<file path="src/rtl/div_sign_sequencer.sv">
// Signed/unsigned front end for the iterative unpipelined divider: strips operand
// signs, launches the divider, restores result signs and flags div-by-zero / MIN/-1.
module div_sign_sequencer #(
   parameter int N = 32
) (
   input  logic         clk,
   input  logic         rst,
   input  logic         in_valid,
   output logic         in_ready,
   input  logic         in_signed,
   input  logic [N-1:0] in_dividend,
   input  logic [N-1:0] in_divisor,
   output logic         div_start,
   output logic [N-1:0] div_dividend,
   output logic [N-1:0] div_divisor,
   input  logic [N-1:0] div_quotient,
   input  logic [N-1:0] div_remainder,
   input  logic         div_done,
   output logic         out_valid,
   input  logic         out_ready,
   output logic [N-1:0] out_quotient,
   output logic [N-1:0] out_remainder,
   output logic         out_div_by_zero,
   output logic         out_overflow
);

   typedef enum logic [1:0] {IDLE, LAUNCH, WAIT, RESP} state_t;

   localparam logic [N-1:0]        ONE       = {{(N-1){1'b0}}, 1'b1};
   localparam logic signed [N-1:0] ZERO_S    = '0;
   localparam logic signed [N-1:0] MINUS_ONE = '1;
   localparam logic signed [N-1:0] MIN_S     = {1'b1, {(N-1){1'b0}}};

   state_t state, state_nxt;

   logic signed [N-1:0] dividend_s;
   logic signed [N-1:0] divisor_s;
   logic                accept;
   logic                dvs_zero;
   logic                neg_q_c;
   logic                neg_r_c;
   logic                ovf_c;
   logic                neg_q;
   logic                neg_r;

   // Two's-complement negation, modulo 2^N.
   function automatic logic [N-1:0] negate(input logic [N-1:0] x);
      return ~x + ONE;
   endfunction

   // |MIN| wraps to 2^(N-1), which is exactly the unsigned magnitude the divider needs.
   function automatic logic [N-1:0] magnitude(input logic is_signed, input logic [N-1:0] x);
      return (is_signed && x[N-1]) ? negate(x) : x;
   endfunction

   function automatic logic [N-1:0] apply_sign(input logic neg, input logic [N-1:0] x);
      return neg ? negate(x) : x;
   endfunction

   assign dividend_s = $signed(in_dividend);
   assign divisor_s  = $signed(in_divisor);
   assign accept     = in_valid && in_ready;
   assign dvs_zero   = (in_divisor == '0);
   assign neg_q_c    = in_signed && ((dividend_s < ZERO_S) != (divisor_s < ZERO_S));
   assign neg_r_c    = in_signed && (dividend_s < ZERO_S);
   assign ovf_c      = in_signed && (dividend_s == MIN_S) && (divisor_s == MINUS_ONE);

   always_ff @(posedge clk or posedge rst) begin
      if (rst) begin
         state <= IDLE;
      end else begin
         state <= state_nxt;
      end
   end

   always_comb begin
      state_nxt = state;
      in_ready  = 1'b0;
      div_start = 1'b0;
      out_valid = 1'b0;
      unique case (state)
         IDLE: begin
            in_ready = 1'b1;
            if (in_valid) begin
               state_nxt = dvs_zero ? RESP : LAUNCH;
            end
         end
         LAUNCH: begin
            div_start = 1'b1;
            state_nxt = WAIT;
         end
         WAIT: begin
            if (div_done) begin
               state_nxt = RESP;
            end
         end
         RESP: begin
            out_valid = 1'b1;
            if (out_ready) begin
               state_nxt = IDLE;
            end
         end
         default: state_nxt = IDLE;
      endcase
   end

   // Accept stage: capture signs, magnitudes and flags; divide-by-zero resolves here.
   always_ff @(posedge clk or posedge rst) begin
      if (rst) begin
         neg_q           <= 1'b0;
         neg_r           <= 1'b0;
         div_dividend    <= '0;
         div_divisor     <= '0;
         out_div_by_zero <= 1'b0;
         out_overflow    <= 1'b0;
      end else if (accept) begin
         neg_q           <= neg_q_c;
         neg_r           <= neg_r_c;
         div_dividend    <= magnitude(in_signed, in_dividend);
         div_divisor     <= magnitude(in_signed, in_divisor);
         out_div_by_zero <= dvs_zero;
         out_overflow    <= ovf_c;
      end
   end

   // Result stage: sign-correct divider results; only a done seen in WAIT is taken.
   always_ff @(posedge clk or posedge rst) begin
      if (rst) begin
         out_quotient  <= '0;
         out_remainder <= '0;
      end else if (accept && dvs_zero) begin
         out_quotient  <= '1;
         out_remainder <= in_dividend;
      end else if (state == WAIT && div_done) begin
         out_quotient  <= apply_sign(neg_q, div_quotient);
         out_remainder <= apply_sign(neg_r, div_remainder);
      end
   end

endmodule

</file>
<file path="config.mk">
export PLATFORM = sky130hd
export DESIGN_NAME = div_sign_sequencer
export DESIGN_NICKNAME = d
export VERILOG_FILES = /design/src/rtl/div_sign_sequencer.sv
export SDC_FILE = /design/constraint.sdc
export NUM_CORES = 1
export LEC_CHECK = 0
export CELL_PAD_IN_SITES_DETAIL_PLACEMENT = 0
export CELL_PAD_IN_SITES_GLOBAL_PLACEMENT = 2
export CORE_UTILIZATION = 27
export CTS_CLUSTER_DIAMETER = 100
export DETAILED_ROUTE_END_ITERATION = 6
export PLACE_DENSITY_LB_ADDON = 0.1
export REMOVE_ABC_BUFFERS = 1
export SLEW_MARGIN = 20
export SYNTH_ARGS = -nofsm -noshare
export SYNTH_HDL_FRONTEND = slang
export SYNTH_SLANG_ARGS = --single-unit
</file>
<file path="constraint.sdc">
create_clock -name clk -period 6.4 [get_ports clk]
set_input_delay 1.28 -clock clk [delete_from_list [all_inputs] [get_ports clk]]
set_output_delay 1.28 -clock clk [all_outputs]
set_load 0.03 [all_outputs]
</file>
# ---- After elaboration in Yosys (flattened, before gate mapping)
# Cells that the tools add are included.
dict set report totals {
  register_bits 134
  in_bits 134
  output_inout_bits 133
  elab_cells 57
}
dict set report op_classes {
  addsub 4
  order_cmp 2
  n_eq_ne 9
  muxes 16
  bitwise_logic 4
  reduce_logical 13
}
# op n
set op_table {}
lappend op_table {{32-bit 2-to-1 mux} 8}
lappend op_table {{32-bit by 1-bit adder with 32-bit output (second input constant)} 4}
lappend op_table {{32-bit inverter} 4}
lappend op_table {{32-bit by 1-bit less-than comparator with 1-bit output (second input constant)} 2}
lappend op_table {{32-bit by 1-bit == test with 1-bit output (second input constant)} 1}
lappend op_table {{32-bit == test (second input constant)} 1}
lappend op_table {{32-bit logical NOT} 1}
lappend op_table {{1-bit logical AND} 9}
lappend op_table {{2-bit 2-to-1 mux} 4}
lappend op_table {{2-bit case mux with 4 select lines} 1}
lappend op_table {{2-bit inequality test (second input constant)} 3}
lappend op_table {{2-bit == test (second input constant)} 2}
lappend op_table {{1-bit 2-to-1 mux} 3}
lappend op_table {{3-bit AND reduction} 1}
lappend op_table {{2-bit by 1-bit == test with 1-bit output (second input constant)} 1}
lappend op_table {{2-bit logical NOT} 1}
lappend op_table {{2-bit nonzero test} 1}
lappend op_table {{1-bit inequality test} 1}

# ---- Longest topological paths before layout
# Gate-level depths: netlist of run 1.
dict set report logic_depth {
  depth_word 5
  mapped_depth 10
  mapped_depth_nobuf 8
}

# ---- Least setup slack after synthesis of run 1
# Ideal clock, no wire load.
dict set report synth_path {
  kind {input -> register}
  start {input port div_remainder[1]}
  end {register out_remainder[22]}
  setup_time_ns 0.125
  arrival_time_ns 3.231
  required_time_ns 6.275
  setup_slack_ns 3.044
  path_stages 8
  path_buffers 0
  path_cell_list {inv_1 > ha_1 > or3b_2 > or4_4 > o31ai_2 > xor2_1 > a21oi_1 > mux2_2}
}
dict set report synth_between {
  elab_chain_cells 5
}
# element line
set synth_rtl {}
lappend synth_rtl {{start, declared} 17} ;# input logic [N-1:0] div_remainder,
lappend synth_rtl {{32-bit inverter} 48} ;# return ~x + ONE;
lappend synth_rtl {{32-bit by 1-bit adder with 32-bit output} 48}
lappend synth_rtl {{32-bit 2-to-1 mux} 57} ;# return neg ? negate(x) : x;
lappend synth_rtl {{32-bit 2-to-1 mux} 134} ;# end else if (state == WAIT && div_done) begin
lappend synth_rtl {{32-bit 2-to-1 mux} 131} ;# end else if (accept && dvs_zero) begin
lappend synth_rtl {{end signal, assigned} 133} ;# out_remainder <= in_dividend;
lappend synth_rtl {{end signal, assigned} 136} ;# out_remainder <= apply_sign(neg_r, div_remainder);
lappend synth_rtl {{end, declared} 22} ;# output logic [N-1:0] out_remainder,
# Every way passes these cells. The select of a mux whose other input is x is not followed.
# A chain may end at the register's enable or synchronous reset.

# ---- Worst setup path in the final report of run 1
dict set report layout_path {
  start {input port in_divisor[0]}
  end {register out_remainder[22]}
}
dict set report layout_between {
  elab_chain_cells 3
  elab_cells_between_ends 4
  classes_between {mux (1); reduce/logical (3)}
}
# element line
set layout_rtl {}
lappend layout_rtl {{start, declared} 12} ;# input logic [N-1:0] in_divisor,
lappend layout_rtl {{32-bit logical NOT *} 63} ;# assign dvs_zero = (in_divisor == '0);
lappend layout_rtl {{1-bit logical AND *} 131}
lappend layout_rtl {{32-bit 2-to-1 mux or 2-bit nonzero test (tied branches)} n/a}
# Every way passes the cells marked *; elsewhere a longest branch is shown, timed or not.

==> key figures, run 1 <==
Power
  – Power density relative to cell area: 450 nW/µm²
  – Worst supply voltage drop on vdd: 185 µV
  – Design Power: 5.34 mW
  – Leakage power total: 4.45 nW

Layout
  – Commonest non-fill, non-tap cell in the layout: sky130_fd_sc_hd__clkdlybuf4s50_1
  – Area of the multi-input gates: 4620 µm²
  – Sequential cell area: 3350 µm²
  – Area growth from synthesis to layout: 42.9%
  – Commonest cells after routing, fill and taps aside: 266 x sky130_fd_sc_hd__clkdlybuf4s50_1, 153 x sky130_fd_sc_hd__nand2_1, 133 x sky130_fd_sc_hd__dfrtp_1, 123 x sky130_fd_sc_hd__o21ai_0, 77 x sky130_fd_sc_hd__nor2_1
  – Net total in the final layout: 1342
  – Share of post-route cells with drive strength above 1: 5.12%
  – Fill cell total of the finished layout: 3128

CTS
  – Number of buffers added by the clock tree synthesis step: 17
  – Total number of clock tree sinks: 134
  – Deepest clock path buffer count: 2
  – Clock-pin transition on the worst setup and hold timing paths: 0.06 ns
  – Worst-skew pair later-pin latency: 0.42 ns
  – H-tree levels: 4
  – Clock tree from TritonCTS: built
  – Total of cells resized after clock tree synthesis: 0
  – Root buffer selected by CTS: sky130_fd_sc_hd__clkbuf_16
  – CTS Hold Buffers Added: 0
  – Post-CTS setup buffer count: 0

Synth
  – Cell types with the largest area share after synthesis: sky130_fd_sc_hd__dfrtp_1 40%, sky130_fd_sc_hd__o21ai_0 7.4%, sky130_fd_sc_hd__nand2_1 7.0%, sky130_fd_sc_hd__xnor2_1 6.5%, sky130_fd_sc_hd__xor2_1 5.5%
  – Portion of synthesized cell area occupied by the leading cell type: 40.4%
  – Netlist area before placement: 8290 µm²
  – Mapped Cells: 964
  – Prevailing post-synth register cell: sky130_fd_sc_hd__dfrtp_1
  – Total number of yosys warnings: 0
  – Sequential element share of the synthesized area: 40.4%
  – Distinct cell type count after synthesis: 58
  – Cell type contributing the most total cell area after synthesis: sky130_fd_sc_hd__dfrtp_1
  – Number of enable-type register cells in the synthesized netlist: 0
  – Post-synthesis register bit count: 134
  – Async S/R FF share, synth: 100%
  – Mean Syn Cell Area: 8.60 µm²

STA
  – Setup-failing EPs final: 0
  – Fmax: 262 MHz
  – Number of pins with negative max-slew slack in the final report: 0
  – Fraction of the cycle the final worst path needs: 59.5%
  – Number of endpoints with negative hold slack in the final report: 0
  – Min cycle time layout: 3.81 ns
  – Worst slew margin relative to its limit: 38.2%
  – Pin slew with the least headroom to its limit: 0.926 ns
  – Maximum clock skew at final layout: 0.0115 ns
  – Final TNS setup: 0 ns
  – RSZ-0062 raised after global routing: no

Floorplanning
  – Site Rows: 63
  – Die span in y: 177 µm
  – Placeable core region: 30000 µm²
  – Initial core utilization: 27.7%
  – Top-level port count: 267
  – Die Width: 177 µm
  – Floorplan die area: 31400 µm²

Worst setup path
  – Critical path type: in2reg
  – Data required time at the worst endpoint: 6.70 ns
  – Worst Setup Start Kind: input pin
  – Critical path endpoint category: register
  – Data arrival, critical path: 4.11 ns
  – Reg-to-reg slack, setup: 3.93 ns
  – Highest net fanout along the worst path: 42

Route
  – Detail Route Antenna Nets: 0
  – Wire length per cell: 18.3 µm
  – Count of unresolved DRC violations after routing: 0
  – Number of iterations in the first detailed-routing pass: 5
  – Vias per Instance: 4.87
  – Initial DRC count: 455
  – Vias after detailed routing: 7804
  – Aggregate routed wire length: 29.4 mm

Place
  – HPWL after detailed placement: 21.5 mm
  – Port buffer count: 266
  – RD Place Congestion: 0.773

Run
  – Max-Cap Viols: 0

Global route
  – Remaining Overflow, GRT: 0
  – Total global routing track utilization: 18.8%
  – First-pass GRT wire length: 45.2 mm
  – Antenna violations before repair: 2
  – Maximum number of pins on one net before global-route repair: 90
  – Number of global-route vias before repair: 7612

Hold path
  – Worst min path class: reg2reg

Run status
  – Status: completed
==> synth_stat cells (4+ instances only) <==
cell / instances
sky130_fd_sc_hd__nand2_1: 155
sky130_fd_sc_hd__nand3_1: 16
sky130_fd_sc_hd__buf_6: 4
sky130_fd_sc_hd__ha_1: 10
sky130_fd_sc_hd__buf_2: 4
sky130_fd_sc_hd__nand2b_1: 7
sky130_fd_sc_hd__nor4_1: 19
sky130_fd_sc_hd__xor2_1: 52
sky130_fd_sc_hd__mux2i_1: 19
sky130_fd_sc_hd__xnor2_1: 62
sky130_fd_sc_hd__or3_1: 17
sky130_fd_sc_hd__o41ai_1: 20
sky130_fd_sc_hd__o211ai_1: 12
sky130_fd_sc_hd__a21oi_1: 35
sky130_fd_sc_hd__nand4_1: 13
sky130_fd_sc_hd__or4_1: 12
sky130_fd_sc_hd__nor3b_1: 5
sky130_fd_sc_hd__nor3_1: 11
sky130_fd_sc_hd__inv_1: 17
sky130_fd_sc_hd__o21ai_1: 7
sky130_fd_sc_hd__a31oi_1: 4
sky130_fd_sc_hd__and2_1: 5
sky130_fd_sc_hd__nor2_1: 77
sky130_fd_sc_hd__o21ai_0: 123
sky130_fd_sc_hd__o31ai_1: 30
sky130_fd_sc_hd__clkbuf_1: 44
sky130_fd_sc_hd__dfrtp_1: 134
==> metal layers <==
metal | vias up | wire, µm | GRT usage, %
met3 | 8 | 1450 | 3.20
met5 | - | 0 | 0
met2 | 208 | 13200 | 28.5
li1 | 3878 | - | -
met4 | 0 | 196 | 4.31
met1 | 3710 | 14600 | 27.6
==> kinds of logic after synthesis <==
family | after synthesis | share of synthesized area [%]
xor gates and xnor gates | 114 | 12.0
muxes | 21 | 2.56
and+or+nand+nor | 363 | 21.3
buffers and inverters | 75 | 4.04
DFF | 134 | 40.4
AOI/OAI and AO/OA | 247 | 18.1
adders and majority gates | 10 | 1.51
==> registers in the layout (all words and copies together) (netlist names) <==
signal / cells
div_dividend: 32
div_divisor: 32
neg_q: 1
neg_r: 1
out_div_by_zero: 1
out_overflow: 1
out_quotient: 32
out_remainder: 32
state: 2
==> per-stage QoR <==
stage	cells	area, µm²	hold slack [ns]	setup slack, ns	util, %
6_report	1603	11800	0.469	2.59	39.6
5_1_grt	1603	11800	0.502	2.41	39.6
4_1_cts	1600	11800	0.476	2.61	39.5
3_5_place_dp	1568	11200	0.462	2.15	37.5
3_3_place_gp	1568	11200	0.456	2.20	37.5
2_1_floorplan	906	8020	0.528	0.739	-
==> critical path, stage by stage <==
cell	delay [ns]
sky130_fd_sc_hd__clkdlybuf4s50_1	0.46
sky130_fd_sc_hd__inv_1	0.10
sky130_fd_sc_hd__ha_1	0.19
sky130_fd_sc_hd__or4b_1	0.50
sky130_fd_sc_hd__nor2_1	0.21
sky130_fd_sc_hd__nand3_2	0.20
sky130_fd_sc_hd__or4_1	0.51
sky130_fd_sc_hd__buf_4	0.31
sky130_fd_sc_hd__mux2_2	0.33
==> final timing paths <==
check                                          from                            end  cells after the start
min in group asynchronous                       rst   out_quotient[20]$_DFFE_PP0P_                      2
max reg2reg                    state[0]$_DFFE_PP0P_  out_remainder[22]$_DFFE_PP0P_                      6
min                        out_overflow$_DFFE_PP0N_       out_overflow$_DFFE_PP0N_                      2
min reg2reg                out_overflow$_DFFE_PP0N_       out_overflow$_DFFE_PP0N_                      2
max                                   in_divisor[0]  out_remainder[22]$_DFFE_PP0P_                      9
max in group asynchronous                       rst              neg_r$_DFFE_PP0N_                      3
==> where the power goes <==
group          leakage, nW  total (mW)  internal [mW]  switching, mW
Sequential            1.63        1.54           1.25          0.291
Combinational         2.56        2.80           1.18           1.62
Clock                0.270        1.00          0.578          0.423
Total                 4.45        5.34           3.00           2.33
==> cell type report <==
cell class	count	area share (%)
Inverter	17	0.581
Clock inverter	14	1.28
Tap cell	390	4.12
Multi-Input combinational cell	755	39.0
Timing Repair Buffer	273	23.0
Sequential cell	134	28.3
Clock buffer	18	3.62
Antenna cell	2	0.0422
(Power assumes the default switching activity.)
==> run 2: changes to the inputs <==
Settings changed: CORE_UTILIZATION 27 to 24.
Clock period 6.4 ns to 3.4 ns, I/O delays scaled along.
==> key figures, run 2 (same netlist as run 1, synthesis figures left out) <==
Layout
  – Area of the multi-input gates: 4630 µm² (was 4620 µm²)
  – ANT cells: 0 (was 2)
  – Area growth from synthesis to layout: 51.6% (was 42.9%)
  – Final instance area: 12600 µm² (was 11800 µm²)
  – Commonest non-fill, non-tap cell in the layout: sky130_fd_sc_hd__clkdlybuf4s50_1 (unchanged)
  – Commonest cells after routing, fill and taps aside: 266 x sky130_fd_sc_hd__clkdlybuf4s50_1, 153 x sky130_fd_sc_hd__nand2_1, 133 x sky130_fd_sc_hd__dfrtp_1, 123 x sky130_fd_sc_hd__o21ai_0, 77 x sky130_fd_sc_hd__nor2_1 (unchanged)
  – Sequential cell area: 3350 µm² (unchanged)
  – Net total in the final layout: 1418 (was 1342)
  – Share of post-route cells with drive strength above 1: 10.8% (was 5.12%)
  – Fill cell total of the finished layout: 3555 (was 3128)
  – Final cell utilization of the core: 37.2% (was 39.6%)

Place
  – Area after DPL: 12000 µm² (was 11200 µm²)
  – HPWL after detailed placement: 23.9 mm (was 21.5 mm)
  – RD Place Congestion: 0.770 (was 0.773)
  – Port buffer count: 266 (unchanged)

Floorplanning
  – Site Rows: 67 (was 63)
  – Die Width: 188 µm (was 177 µm)
  – Die span in y: 188 µm (was 177 µm)
  – Top-level port count: 267 (unchanged)
  – Floorplan die area: 35300 µm² (was 31400 µm²)
  – Placeable core region: 33800 µm² (was 30000 µm²)
  – Initial core utilization: 24.5% (was 27.7%)

Worst setup path
  – Highest net fanout along the worst path: 18 (was 42)
  – Worst path top cell family by delay: simple AND/OR/NAND/NOR gates (unchanged)
  – Critical path endpoint category: register (unchanged)
  – Largest incremental delay on the critical path: 0.68 ns (was 0.51 ns)
  – Critical Path, Cell by Cell: clkdlybuf4s50_1 > inv_1 > ha_1 > or4b_1 > nor2_1 > nand3_2 > or4_2 > buf_12 > mux2_2 (was clkdlybuf4s50_1 > inv_1 > ha_1 > or4b_1 > nor2_1 > nand3_2 > or4_1 > buf_4 > mux2_2)
  – Data required time at the worst endpoint: 3.72 ns (was 6.70 ns)
  – Crit path buf inv count: 3 (unchanged)
  – Data arrival, critical path: 3.29 ns (was 4.11 ns)
  – Worst Setup Start Kind: input pin (unchanged)
  – Critical path type: in2reg (unchanged)
  – CP max stage cell: sky130_fd_sc_hd__or4_2 (was sky130_fd_sc_hd__or4_1)

CTS
  – Number of buffers added by the clock tree synthesis step: 17 (unchanged)
  – Total number of clock tree sinks: 134 (unchanged)
  – Total of cells resized after clock tree synthesis: 0 (unchanged)
  – Clock tree from TritonCTS: built (unchanged)
  – Worst-skew pair later-pin latency: 0.44 ns (was 0.42 ns)
  – Post-CTS setup buffer count: 0 (unchanged)
  – Deepest clock path buffer count: 2 (unchanged)
  – Clock-pin transition on the worst setup and hold timing paths: 0.06 ns (about the same)
  – H-tree levels: 4 (unchanged)
  – CTS Hold Buffers Added: 0 (unchanged)
  – Root buffer selected by CTS: sky130_fd_sc_hd__clkbuf_16 (unchanged)

Route
  – Wire length per cell: 18.1 µm (was 18.3 µm)
  – Detail Route Antenna Nets: 0 (unchanged)
  – Number of iterations in the first detailed-routing pass: 5 (unchanged)
  – Aggregate routed wire length: 31.3 mm (was 29.4 mm)
  – Count of unresolved DRC violations after routing: 0 (unchanged)
  – Vias per Instance: 4.69 (was 4.87)
  – Initial DRC count: 374 (was 455)
  – Vias after detailed routing: 8137 (was 7804)

Power
  – Proportion of power drawn by flip-flops and latches: 28.3% (was 28.8%)
  – Worst supply voltage drop on vdd: 394 µV (was 185 µV)
  – Internal power of the cells: 5.76 mW (was 3.00 mW)
  – Power density relative to cell area: 808 nW/µm² (was 450 nW/µm²)
  – Switching power summed over all nets: 4.41 mW (was 2.33 mW)
  – Leakage power total: 4.85 nW (was 4.45 nW)
  – Switching share of power: 43.4% (was 43.7%)
  – Combinational share of power: 52.8% (was 52.4%)
  – Clock share of power: 19.0% (was 18.8%)

STA
  – Worst slew margin relative to its limit: 44.4% (was 38.2%)
  – Final TNS setup: 0 ns (unchanged)
  – RSZ-0062 raised after global routing: no (unchanged)
  – Setup-failing EPs final: 0 (unchanged)
  – Maximum clock skew at final layout: 0.00688 ns (was 0.0115 ns)
  – Final hold slack: 0.473 ns (was 0.469 ns)
  – Fmax: 337 MHz
  – Number of pins with negative max-slew slack in the final report: 0 (unchanged)
  – Pin slew with the least headroom to its limit: 0.834 ns (was 0.926 ns)
  – Fraction of the cycle the final worst path needs: 87.3%
  – Min cycle time layout: 2.97 ns
  – Number of endpoints with negative hold slack in the final report: 0 (unchanged)

Global route
  – Remaining Overflow, GRT: 0 (unchanged)
  – Antenna violations before repair: 0 (was 2)
  – Number of global-route vias before repair: 7940 (was 7612)
  – First-pass GRT wire length: 48.2 mm (was 45.2 mm)
  – Total global routing track utilization: 18.0% (was 18.8%)
  – Maximum number of pins on one net before global-route repair: 91 (was 90)

Run status
  – Status: completed (unchanged)

Run
  – Max-Cap Viols: 0 (unchanged)

Hold path
  – Worst min path class: reg2reg (unchanged)
-- run 2: cell types whose count changed in the layout (fill, tap and decap cells not counted), moves of 2 or more --
cell / change
sky130_fd_sc_hd__buf_4: +70
sky130_fd_sc_hd__clkbuf_8: +3
sky130_fd_sc_hd__diode_2: -2
sky130_fd_sc_hd__buf_12: +6
sky130_fd_sc_hd__inv_6: -2
-- run 2: final cells by class --
class / count / area share, %
clock buffers: 21 / 3.74
clock inverters: 11 / 0.975
inverters: 17 / 0.547
multi-input cells: 755 / 36.8
flip-flops and latches: 134 / 26.7
well taps: 448 / 4.46
repair buffers: 349 / 26.8
-- run 2: layer usage --
metal | vias to the layer above | GRT usage (%) | share of wire [%]
li1 | 4039 | - | -
met1 | 3881 | 25.3 | 49
met2 | 204 | 28.2 | 46
met3 | 13 | 3.87 | 4.3
met4 | 0 | 3.91 | 0.75
met5 | - | 0 | 0
-- run 2: path summary, 6_finish.rpt --
check / slack (ns) / to / cells after the start / from
worst max-delay path: 0.43 / out_remainder[22]$_DFFE_PP0P_ / 9 / in_divisor[0]
worst min-delay path: 0.47 / out_overflow$_DFFE_PP0N_ / 2 / out_overflow$_DFFE_PP0N_
worst max register to register: 1.13 / out_quotient[17]$_DFFE_PP0P_ / 7 / state[0]$_DFFE_PP0P_
worst min register to register: 0.47 / out_overflow$_DFFE_PP0N_ / 2 / out_overflow$_DFFE_PP0N_
max in group asynchronous: 2.05 / div_dividend[21]$_DFFE_PP0N_ / 3 / rst
min in group asynchronous: 0.68 / out_div_by_zero$_DFFE_PP0N_ / 2 / rst
-- run 2: worst reg2reg max path, delay by kind of cell (launching register included) --
kind | cells | cell delay, ns
simple gates | 3 | 0.55
flops | 1 | 0.40
fa+ha+maj | 1 | 0.27
buf+inv | 3 | 0.95
-- run 2: power by group through the flow --
stage | clock network [mW] | registers, mW | logic [mW]
finish | 1.93 | 2.87 | 5.36
global route | 2.05 | 2.98 | 5.79
CTS | 1.99 | 2.89 | 5.46
detailed placement | 0 | 2.90 | 5.44
global placement | 0 | 2.91 | 5.41
floorplan | 0 | 4.24 | 1.68
-- run 2: metrics by stage --
stage | power, mW | setup WS (ns) | cells
after floorplan | 5.92 | -1.95 | 906
after global placement | 8.32 | -0.00184 | 1703
after detailed placement | 8.34 | -0.0384 | 1703
after CTS | 10.3 | 0.424 | 1735
after global routing | 10.8 | 0.309 | 1735
final | 10.2 | 0.432 | 1735
